`src/rtl/control_fsm_pkg.sv`:
```
// Shared definitions for the multicycle RISC-V control FSM: state encodings,
// opcodes, ALU/immediate codes and the per-state control word.
package control_fsm_pkg;

    localparam int unsigned STATE_W = 4;
    localparam int unsigned OP_W    = 7;
    localparam int unsigned F3_W    = 3;
    localparam int unsigned ALUC_W  = 3;
    localparam int unsigned SEL_W   = 2;

    typedef enum logic [STATE_W-1:0] {
        S_FETCH    = 4'd0,
        S_DECODE   = 4'd1,
        S_MEMADR   = 4'd2,
        S_MEMREAD  = 4'd3,
        S_MEMWB    = 4'd4,
        S_MEMWRITE = 4'd5,
        S_EXECUTER = 4'd6,
        S_EXECUTEI = 4'd7,
        S_ALUWB    = 4'd8,
        S_BEQ      = 4'd9,
        S_JAL      = 4'd10
    } state_t;

    localparam logic [OP_W-1:0] OP_LW  = 7'b0000011;
    localparam logic [OP_W-1:0] OP_SW  = 7'b0100011;
    localparam logic [OP_W-1:0] OP_R   = 7'b0110011;
    localparam logic [OP_W-1:0] OP_I   = 7'b0010011;
    localparam logic [OP_W-1:0] OP_BEQ = 7'b1100011;
    localparam logic [OP_W-1:0] OP_JAL = 7'b1101111;

    typedef enum logic [1:0] {
        ALUOP_ADD   = 2'b00,
        ALUOP_SUB   = 2'b01,
        ALUOP_FUNCT = 2'b10
    } alu_op_t;

    localparam logic [ALUC_W-1:0] ALU_ADD = 3'b000;
    localparam logic [ALUC_W-1:0] ALU_SUB = 3'b001;
    localparam logic [ALUC_W-1:0] ALU_AND = 3'b010;
    localparam logic [ALUC_W-1:0] ALU_OR  = 3'b011;
    localparam logic [ALUC_W-1:0] ALU_SLT = 3'b101;

    localparam logic [F3_W-1:0] F3_ADDSUB = 3'b000;
    localparam logic [F3_W-1:0] F3_SLT    = 3'b010;
    localparam logic [F3_W-1:0] F3_OR     = 3'b110;
    localparam logic [F3_W-1:0] F3_AND    = 3'b111;

    localparam logic [SEL_W-1:0] IMM_I = 2'b00;
    localparam logic [SEL_W-1:0] IMM_S = 2'b01;
    localparam logic [SEL_W-1:0] IMM_B = 2'b10;
    localparam logic [SEL_W-1:0] IMM_J = 2'b11;

    localparam logic [SEL_W-1:0] RES_ALUOUT    = 2'b00;
    localparam logic [SEL_W-1:0] RES_DATA      = 2'b01;
    localparam logic [SEL_W-1:0] RES_ALURESULT = 2'b10;

    localparam logic [SEL_W-1:0] SRCA_PC    = 2'b00;
    localparam logic [SEL_W-1:0] SRCA_OLDPC = 2'b01;
    localparam logic [SEL_W-1:0] SRCA_RS1   = 2'b10;

    localparam logic [SEL_W-1:0] SRCB_RS2  = 2'b00;
    localparam logic [SEL_W-1:0] SRCB_IMM  = 2'b01;
    localparam logic [SEL_W-1:0] SRCB_FOUR = 2'b10;

    // Moore control word produced by each state
    typedef struct packed {
        logic             pc_update;
        logic             branch;
        logic             adr_src;
        logic             mem_write;
        logic             ir_write;
        logic             reg_write;
        logic [SEL_W-1:0] result_src;
        logic [SEL_W-1:0] alu_src_a;
        logic [SEL_W-1:0] alu_src_b;
        alu_op_t          alu_op;
    } ctrl_t;

    // Immediate format depends only on the opcode, not on the state
    function automatic logic [SEL_W-1:0] imm_src_for(input logic [OP_W-1:0] op);
        logic [SEL_W-1:0] imm;
        case (op)
            OP_LW, OP_I: imm = IMM_I;
            OP_SW:       imm = IMM_S;
            OP_BEQ:      imm = IMM_B;
            OP_JAL:      imm = IMM_J;
            default:     imm = IMM_I;
        endcase
        return imm;
    endfunction

endpackage

```
`src/rtl/control_fsm_if.sv`:
```
// Instruction fields in, datapath control strobes/selects out.
interface control_fsm_if;
    import control_fsm_pkg::*;

    logic [OP_W-1:0]    op;
    logic [F3_W-1:0]    funct3;
    logic               funct7b5;
    logic               Zero;

    logic               PCWrite;
    logic               AdrSrc;
    logic               MemWrite;
    logic               IRWrite;
    logic               RegWrite;
    logic [SEL_W-1:0]   ResultSrc;
    logic [SEL_W-1:0]   ALUSrcA;
    logic [SEL_W-1:0]   ALUSrcB;
    logic [ALUC_W-1:0]  ALUControl;
    logic [SEL_W-1:0]   ImmSrc;
    logic [STATE_W-1:0] state;

    modport master (
        output op, funct3, funct7b5, Zero,
        input  PCWrite, AdrSrc, MemWrite, IRWrite, RegWrite, ResultSrc,
               ALUSrcA, ALUSrcB, ALUControl, ImmSrc, state
    );

    modport slave (
        input  op, funct3, funct7b5, Zero,
        output PCWrite, AdrSrc, MemWrite, IRWrite, RegWrite, ResultSrc,
               ALUSrcA, ALUSrcB, ALUControl, ImmSrc, state
    );
endinterface

```
`src/rtl/control_fsm_alu_decoder.sv`:
```
// Combinational ALU decoder: ALUOp plus instruction fields to ALUControl.
module alu_decoder
    import control_fsm_pkg::*;
(
    input  alu_op_t           i_alu_op,
    input  logic [F3_W-1:0]   i_funct3,
    input  logic              i_op5,
    input  logic              i_funct7b5,
    output logic [ALUC_W-1:0] o_alu_control_c
);

    always_comb begin
        o_alu_control_c = ALU_ADD;
        case (i_alu_op)
            ALUOP_ADD: o_alu_control_c = ALU_ADD;
            ALUOP_SUB: o_alu_control_c = ALU_SUB;
            ALUOP_FUNCT: begin
                case (i_funct3)
                    // only R-type (op[5]=1) distinguishes sub; addi ignores bit 30
                    F3_ADDSUB: o_alu_control_c = (i_op5 & i_funct7b5) ? ALU_SUB : ALU_ADD;
                    F3_SLT:    o_alu_control_c = ALU_SLT;
                    F3_OR:     o_alu_control_c = ALU_OR;
                    F3_AND:    o_alu_control_c = ALU_AND;
                    default:   o_alu_control_c = ALU_ADD;
                endcase
            end
            default: o_alu_control_c = ALU_ADD;
        endcase
    end

endmodule

```
`src/rtl/control_fsm.sv`:
```
// Multicycle RISC-V main controller: Moore FSM sequencing fetch, decode,
// memory, execute and writeback steps, plus ALU and immediate decode.
module control_fsm
    import control_fsm_pkg::*;
(
    input  logic          CLK,
    input  logic          RST_N,
    control_fsm_if.slave  bus
);

    state_t            r_state;
    state_t            w_next_state;
    ctrl_t             w_ctrl;
    logic [ALUC_W-1:0] w_alu_control;

    // State register; reset returns to FETCH without waiting for a clock
    always_ff @(posedge CLK or negedge RST_N) begin
        if (!RST_N) begin
            r_state <= S_FETCH;
        end else begin
            r_state <= w_next_state;
        end
    end

    // Next-state and Moore control word
    always_comb begin
        w_next_state = S_FETCH;
        w_ctrl       = '0;
        case (r_state)
            S_FETCH: begin
                w_next_state      = S_DECODE;
                w_ctrl.ir_write   = 1'b1;
                w_ctrl.pc_update  = 1'b1;
                w_ctrl.alu_src_a  = SRCA_PC;
                w_ctrl.alu_src_b  = SRCB_FOUR;
                w_ctrl.alu_op     = ALUOP_ADD;
                w_ctrl.result_src = RES_ALURESULT;
            end
            S_DECODE: begin
                case (bus.op)
                    OP_LW, OP_SW: w_next_state = S_MEMADR;
                    OP_R:         w_next_state = S_EXECUTER;
                    OP_I:         w_next_state = S_EXECUTEI;
                    OP_BEQ:       w_next_state = S_BEQ;
                    OP_JAL:       w_next_state = S_JAL;
                    default:      w_next_state = S_FETCH;
                endcase
                // branch target is precomputed here from OldPC + imm
                w_ctrl.alu_src_a = SRCA_OLDPC;
                w_ctrl.alu_src_b = SRCB_IMM;
                w_ctrl.alu_op    = ALUOP_ADD;
            end
            S_MEMADR: begin
                w_next_state     = (bus.op == OP_LW) ? S_MEMREAD : S_MEMWRITE;
                w_ctrl.alu_src_a = SRCA_RS1;
                w_ctrl.alu_src_b = SRCB_IMM;
                w_ctrl.alu_op    = ALUOP_ADD;
            end
            S_MEMREAD: begin
                w_next_state      = S_MEMWB;
                w_ctrl.result_src = RES_ALUOUT;
                w_ctrl.adr_src    = 1'b1;
            end
            S_MEMWB: begin
                w_next_state      = S_FETCH;
                w_ctrl.result_src = RES_DATA;
                w_ctrl.reg_write  = 1'b1;
            end
            S_MEMWRITE: begin
                w_next_state      = S_FETCH;
                w_ctrl.result_src = RES_ALUOUT;
                w_ctrl.adr_src    = 1'b1;
                w_ctrl.mem_write  = 1'b1;
            end
            S_EXECUTER: begin
                w_next_state     = S_ALUWB;
                w_ctrl.alu_src_a = SRCA_RS1;
                w_ctrl.alu_src_b = SRCB_RS2;
                w_ctrl.alu_op    = ALUOP_FUNCT;
            end
            S_EXECUTEI: begin
                w_next_state     = S_ALUWB;
                w_ctrl.alu_src_a = SRCA_RS1;
                w_ctrl.alu_src_b = SRCB_IMM;
                w_ctrl.alu_op    = ALUOP_FUNCT;
            end
            S_ALUWB: begin
                w_next_state      = S_FETCH;
                w_ctrl.result_src = RES_ALUOUT;
                w_ctrl.reg_write  = 1'b1;
            end
            S_BEQ: begin
                w_next_state      = S_FETCH;
                w_ctrl.alu_src_a  = SRCA_RS1;
                w_ctrl.alu_src_b  = SRCB_RS2;
                w_ctrl.alu_op     = ALUOP_SUB;
                w_ctrl.result_src = RES_ALUOUT;
                w_ctrl.branch     = 1'b1;
            end
            S_JAL: begin
                w_next_state      = S_ALUWB;
                w_ctrl.alu_src_a  = SRCA_OLDPC;
                w_ctrl.alu_src_b  = SRCB_FOUR;
                w_ctrl.alu_op     = ALUOP_ADD;
                w_ctrl.result_src = RES_ALUOUT;
                w_ctrl.pc_update  = 1'b1;
            end
            default: w_next_state = S_FETCH;
        endcase
    end

    alu_decoder u_alu_decoder (
        .i_alu_op        (w_ctrl.alu_op),
        .i_funct3        (bus.funct3),
        .i_op5           (bus.op[5]),
        .i_funct7b5      (bus.funct7b5),
        .o_alu_control_c (w_alu_control)
    );

    // Write enables are gated by reset so nothing commits while it is held
    assign bus.PCWrite    = RST_N & (w_ctrl.pc_update | (w_ctrl.branch & bus.Zero));
    assign bus.IRWrite    = RST_N & w_ctrl.ir_write;
    assign bus.MemWrite   = RST_N & w_ctrl.mem_write;
    assign bus.RegWrite   = RST_N & w_ctrl.reg_write;
    assign bus.AdrSrc     = w_ctrl.adr_src;
    assign bus.ResultSrc  = w_ctrl.result_src;
    assign bus.ALUSrcA    = w_ctrl.alu_src_a;
    assign bus.ALUSrcB    = w_ctrl.alu_src_b;
    assign bus.ALUControl = w_alu_control;
    assign bus.ImmSrc     = imm_src_for(bus.op);
    assign bus.state      = STATE_W'(r_state);

endmodule

```
`src/flat_wrapper.sv`:
```
// flat-port wrapper written by rule: the top's interface ports become plain ports
module control_fsm_flat import control_fsm_pkg::*;
  (CLK, RST_N, bus_op, bus_funct3, bus_funct7b5, bus_Zero, bus_PCWrite, bus_AdrSrc, bus_MemWrite, bus_IRWrite, bus_RegWrite, bus_ResultSrc, bus_ALUSrcA, bus_ALUSrcB, bus_ALUControl, bus_ImmSrc, bus_state);
  control_fsm_if bus_i ();
  input  logic CLK;
  input  logic RST_N;
  input wire logic [$bits(bus_i.op)-1:0] bus_op;
  input wire logic [$bits(bus_i.funct3)-1:0] bus_funct3;
  input wire logic [$bits(bus_i.funct7b5)-1:0] bus_funct7b5;
  input wire logic [$bits(bus_i.Zero)-1:0] bus_Zero;
  output wire logic [$bits(bus_i.PCWrite)-1:0] bus_PCWrite;
  output wire logic [$bits(bus_i.AdrSrc)-1:0] bus_AdrSrc;
  output wire logic [$bits(bus_i.MemWrite)-1:0] bus_MemWrite;
  output wire logic [$bits(bus_i.IRWrite)-1:0] bus_IRWrite;
  output wire logic [$bits(bus_i.RegWrite)-1:0] bus_RegWrite;
  output wire logic [$bits(bus_i.ResultSrc)-1:0] bus_ResultSrc;
  output wire logic [$bits(bus_i.ALUSrcA)-1:0] bus_ALUSrcA;
  output wire logic [$bits(bus_i.ALUSrcB)-1:0] bus_ALUSrcB;
  output wire logic [$bits(bus_i.ALUControl)-1:0] bus_ALUControl;
  output wire logic [$bits(bus_i.ImmSrc)-1:0] bus_ImmSrc;
  output wire logic [$bits(bus_i.state)-1:0] bus_state;
  assign bus_i.op = bus_op;
  assign bus_i.funct3 = bus_funct3;
  assign bus_i.funct7b5 = bus_funct7b5;
  assign bus_i.Zero = bus_Zero;
  assign bus_PCWrite = bus_i.PCWrite;
  assign bus_AdrSrc = bus_i.AdrSrc;
  assign bus_MemWrite = bus_i.MemWrite;
  assign bus_IRWrite = bus_i.IRWrite;
  assign bus_RegWrite = bus_i.RegWrite;
  assign bus_ResultSrc = bus_i.ResultSrc;
  assign bus_ALUSrcA = bus_i.ALUSrcA;
  assign bus_ALUSrcB = bus_i.ALUSrcB;
  assign bus_ALUControl = bus_i.ALUControl;
  assign bus_ImmSrc = bus_i.ImmSrc;
  assign bus_state = bus_i.state;
  control_fsm u_core (.CLK(CLK), .RST_N(RST_N), .bus(bus_i));
endmodule
```
`config.mk`:
```
export PLATFORM = sky130hd
export DESIGN_NAME = control_fsm_flat
export DESIGN_NICKNAME = d
export VERILOG_FILES = /design/src/rtl/control_fsm_pkg.sv /design/src/rtl/control_fsm_if.sv /design/src/rtl/control_fsm_alu_decoder.sv /design/src/rtl/control_fsm.sv /design/src/flat_wrapper.sv
export SDC_FILE = /design/constraint.sdc
export NUM_CORES = 1
export LEC_CHECK = 0
export CAP_MARGIN = 25
export CELL_PAD_IN_SITES_DETAIL_PLACEMENT = 0
export CELL_PAD_IN_SITES_GLOBAL_PLACEMENT = 1
export CORE_MARGIN = 1
export CORE_UTILIZATION = 23
export DETAILED_ROUTE_END_ITERATION = 6
export GPL_TIMING_DRIVEN = 0
export PLACE_DENSITY = 0.88
export RECOVER_POWER = 50
export SLEW_MARGIN = 30
export SYNTH_ARGS = -nofsm -noshare
export SYNTH_HDL_FRONTEND = slang
export SYNTH_SLANG_ARGS = --single-unit
```
`constraint.sdc`:
```
create_clock -name CLK -period 2 [get_ports CLK]
set_clock_uncertainty 0.05 [all_clocks]
set_input_delay 0.3 -clock CLK [delete_from_list [all_inputs] [get_ports CLK]]
set_output_delay 0.3 -clock CLK [all_outputs]
set_load 0.01 [all_outputs]
```
After elaboration in Yosys (flattened, before gate mapping). Cells that the tools add are included.

Magnitude comparators: 0. Bitwise logic cells: 7. Multiplexer cells: 15. Reduce and logical (&&, ||, !) cells: 7. Shift operators: 0. Multiply operators: 0. $add $sub $neg: 0. Divide/modulo/power cells: 0. Eq/ne operators: 21.

Operators with widths (count): 6-bit case mux with 7 select lines (1); 4-bit case mux with 5 select lines (2); 4-bit by 3-bit == test with 1-bit output, second input constant (4); 7-bit by 6-bit == test with 1-bit output, second input constant (2); 7-bit == test, second input constant (2); 4-bit == test, second input constant (3); 3-bit case mux with 4 select lines (1); 4-bit by 2-bit == test with 1-bit output, second input constant (2); 2-bit OR reduction (4); 7-bit by 2-bit == test with 1-bit output, second input constant (1); 7-bit by 5-bit == test with 1-bit output, second input constant (1); 1-bit two-way mux (7); 1-bit bitwise AND (6); 3-bit == test, second input constant (2); 2-bit case mux with 3 select lines (1); 3-bit case mux with 2 select lines (1); 4-bit by 1-bit == test with 1-bit output, second input constant (1); 4-bit logical NOT (1); 2-bit case mux with 2 select lines (1); 3-bit by 2-bit == test with 1-bit output, second input constant (1); 3-bit logical NOT (1); 3-bit two-way mux (1); 3-bit OR reduction (1); 2-bit by 1-bit == test with 1-bit output, second input constant (1); 2 further kinds (2).

Bits in writable memories: 0. Bits in latches: 0. Word-level logic and storage cells: 51. Bits in registers: 4. Memories kept: 0. Output and inout bits: 20. Bits of input ports: 14. Bits in read-only memories: 0.

Longest topological paths before layout.
Word-level depth: 5. Depth in mapped cells: 8. Depth with buffers taken out: 7.

By module. Synthesis repeated with hierarchy kept, for this count alone.

Cells, all modules: 82. Area total of the unflattened synthesis: 636.9 µm².

Modules (own cells, without submodules): control_fsm (times used 1, cells each 71, sequential area each 100.1 µm², area each 540.5 µm²); alu_decoder (times used 1, cells each 11, sequential area each 0.0 µm², area each 96.3 µm²).

Worst setup path before layout. OpenSTA, ideal clock, no wires.

Path kind: flip-flop to output port. From: register u_core.r_state[2], in the netlist u_core.bus.state[2]. To: output port bus_ALUControl[2]. Path slack: -65 ps. Cell stages (with the launch flop): 7. Arrival: 1715 ps. Buffers on the path: 1. Cell sequence: dfrtp_1 -> buf_2 -> inv_1 -> or2_2 -> inv_1 -> ha_1 -> nor4_1.

Cells in the longest elaborated chain, start to end: 4. Elaborated cells on any way between the ends: 11. Classes of those cells: eq/ne (8); mux (2); reduce/logical (1).

Ends and longest elaborated chain: from (decl) (RTL line control_fsm.sv:11) `state_t r_state;`; from (signal assigned) (RTL line control_fsm.sv:21) `r_state <= w_next_state;`; 4-bit == test (tied with other cells) (RTL line control_fsm.sv:29) `case (r_state)`; 6-bit case mux with 7 select lines * (RTL line control_fsm.sv:29); 2-bit == test or 2-bit by 1-bit == test with 1-bit output (tied branches) (RTL line control_fsm_alu_decoder.sv:14) `case (i_alu_op)`; 3-bit case mux with 2 select lines * (RTL line control_fsm_alu_decoder.sv:14); to (decl) (RTL line flat_wrapper.sv:19) `output wire logic [$bits(bus_i.ALUControl)-1:0] bus_ALUControl;`.

Mark *: on every way between the ends. The rest lies on a longest branch, timed or not.

Worst setup path in the final report.
From: register u_core.r_state[1], in the netlist u_core.bus.state[1]. To: output port bus_ALUControl[2].

The elaborated chain is that of the path after synthesis.

==> run_results.csv <==
group,metric,value,unit
global_route,grt_pass1_vias,685,
sta,hold_slack,0.471,ns
placed_design,gp_congestion,0.799,
logic_synthesis,synthArstFlopShare,100,%
detailed_routing,viasPerCell,4.90,
die,dieArea,0.00255,mm²
power,ir_worst_vdd,0.309,mV
setup_path,slowest_delay,0.41,ns
setup_path,cp.arrival,1.74,ns
finish,drive_gt1_share,30.4,%
logic_synthesis,synth.ff_latch_count,4,
detailed_routing,dr.pass1.iters,4,
setup_path,worstPathRequired,1.65,ns
finish,final_core_util,49.8,%
setup_path,critPathCaptureType,"primary output",
sta,fmax,479,MHz
setup_path,ff2ff_path_depth,4,
finish,insertedDiodeCount,0,
placed_design,portBuffers,33,
clock_network,clock_tree.root_cell,"clkbuf_4",
setup_path,critPathLaunchType,"flop",
logic_synthesis,synth_area_per_cell,6.95,µm²
power,p_leak,0.520,nW
setup_path,path_class,"flop to primary output",
sta,layout_setup_ws,-0.0892,ns
sta,setup_viol,3,
status,violations,"setup timing",
clock_network,worstSkewPairLatency,0.24,ns
global_route,grt-ovfl-total,0,
setup_path,slowest_stage,"dfrtp_2",
sta,tightest_slew,0.313,ns
placed_design,dp_hpwl,1.24,mm
finish,final_cell_mix,"clkdlybuf4s50_1 (13), dlygate4sd2_1 (11), buf_4 (9)",
clock_network,tritoncts,"built",
setup_path,r2r_start,"u_core.bus.state[1]",
sta,period_minus_slack,2.09,ns
worst_hold_path,hold_end,"u_core.bus.state[1]",
flow_run,cap_violations,0,
finish,area_growth,103,%
clock_network,clk_pin_slew,0.04,ns
logic_synthesis,syn_nets,94,
setup_path,crit_chain,"buf_12 > nand2b_4 > or2_4 > inv_2 > ha_4 > nor4_2 > buf_2",
sta,finalCritPeriodShare,104,%
detailed_routing,ant_nets,0,
sta,grt_setup_unrepaired,"true",
detailed_routing,routed_wirelength,1.84,mm
die,die_y,50.5,µm
global_route,grt.total_usage,14.6,%
detailed_routing,drc,0,
logic_synthesis,yosysSeqAreaShare,18.5,%
logic_synthesis,syn_area,542,µm²
status,status,"finished with violations",
die,initial_core_util,24.5,%
setup_path,r2r_end,"u_core.bus.state[1]",
clock_network,cts_buffer_depth,2,
sta,slew_violations,0,
logic_synthesis,synth_edf_count,0,
global_route,grt_pass1_wl,2.83,mm
worst_hold_path,worstHoldPathType,"primary input to flop",
logic_synthesis,yosysUniqueCellTypes,36,
clock_network,cts_made_buffers,3,
global_route,grt_max_degree,11,
global_route,antenna_found_initial,0,
finish,fin_nets,143,
sta,hold_violations,0,
die,ioPinCount,34,
logic_synthesis,ys_warn_count,0,
sta,tns,-0.159,ns
worst_hold_path,holdPathStages,3,
detailed_routing,vias,749,
die,core,0.00221,mm²
logic_synthesis,syn_inst,78,
logic_synthesis,ys.flop_type,"dfrtp_1",
finish,largest_reg_flops,4,
finish,fillers,216,
worst_hold_path,hold_path.startpoint,"bus_op[6]",
detailed_routing,wl_per_cell,12.0,µm
clock_network,h-tree-depth,1,
clock_network,clkSinkCount,4,
detailed_routing,drt-initial-drc-count,14,
sta,relSlewSlack,79.0,%
die,fp-row-count,17,
setup_path,reg2reg_slack,0.42,ns
setup_path,cp_max_fo,3,
placed_design,pre_cts_ws,-0.526,ns
power,powerDensity,554,mW/mm²
die,die_x,50.5,µm
finish,final_common_cell,"clkdlybuf4s50_1",
## layout make-up
| class | instances | area [µm²] | area share, % |
|---|---|---|---|
| multi-input combinational | 64 | 473 | 42.9 |
| timing repair buffer | 44 | 407 | 36.9 |
| sequential | 4 | 103 | 9.31 |
| buffer | 4 | 40.0 | 3.63 |
| inverter | 6 | 22.5 | 2.04 |
| clock buffer | 3 | 22.5 | 2.04 |
| tap | 28 | 35.0 | 3.18 |
## per-layer routing
layer / GRT usage, % / share of wire [%]
met1: 15.7 / 43
met3: 2.12 / 5.4
met2: 27.3 / 52
met5: 0 / 0
met4: 6.94 / 0.16
## cell families after synthesis
logic type,Yosys count,share of synthesized area (%)
AO/OA/AOI/OAI,17,21.7
XOR/XNOR,3,4.85
adder cells (fa/ha/maj),2,4.62
buffers and inverters,10,7.39
flip-flops,4,18.5
AND/OR/NAND/NOR,42,43.0
## stage by stage
stage          power [mW]  area [µm²]  instances
6_report            0.611        1100        153
5_1_grt             0.654        1100        153
4_1_cts             0.578        1030        148
3_5_place_dp        0.480         913        139
3_3_place_gp        0.473         913        139
2_1_floorplan       0.287         548         78
## report_power, final
group / total [mW] / switching (mW) / internal, mW
Sequential: 0.112 / 0.0174 / 0.0943
Combinational: 0.396 / 0.193 / 0.203
Clock: 0.103 / 0.0356 / 0.0673
## critical path, delay by kind of cell, from the launching register on
family                   cells  cell delay [ns]
AND/OR/NAND/NOR              3             0.55
flip-flops                   1             0.41
buffers and inverters        3             0.35
adder cells (fa/ha/maj)      1             0.19
## repair_timing
item	in CTS	in global routing
pin swaps	2	3
gates resized for setup	47	11
setup buffers	5	5
endpoints found under the setup margin	16	6
endpoints found under the hold margin	4	0
hold buffers	1	0
## synthesized netlist by cell type (2+ instances only)
| cell | count | share of area, % |
|---|---|---|
| nor4_1 | 2 | 2.3 |
| nand3_1 | 2 | 1.8 |
| nor2_1 | 7 | 4.9 |
| nand2_1 | 6 | 4.2 |
| nor2b_1 | 3 | 3.5 |
| o21ai_0 | 4 | 3.7 |
| and3_1 | 3 | 3.5 |
| nor3_1 | 5 | 4.6 |
| a211oi_1 | 2 | 2.8 |
| xnor2_1 | 2 | 3.2 |
| or2_2 | 2 | 2.3 |
| nand2b_1 | 3 | 3.5 |
| inv_1 | 5 | 3.5 |
| dfrtp_1 | 4 | 18 |
| buf_2 | 2 | 1.8 |
| clkbuf_1 | 2 | 1.4 |
| ha_1 | 2 | 4.6 |
| a21oi_1 | 4 | 3.7 |
## worst max path at each step
stage | from | end | depth (start not counted)
global placement | u_core.bus.state[3] | bus_ALUControl[2] | 5
CTS | u_core.bus.state[1] | bus_ALUControl[2] | 8
finish | u_core.bus.state[1] | bus_ALUControl[2] | 7
floorplan | u_core.bus.state[2] | bus_ALUControl[2] | 6
detailed placement | u_core.bus.state[3] | bus_ALUControl[2] | 5
global route | u_core.bus.state[1] | bus_ALUControl[0] | 9
Note: power is estimated with default switching activity, not from simulation.
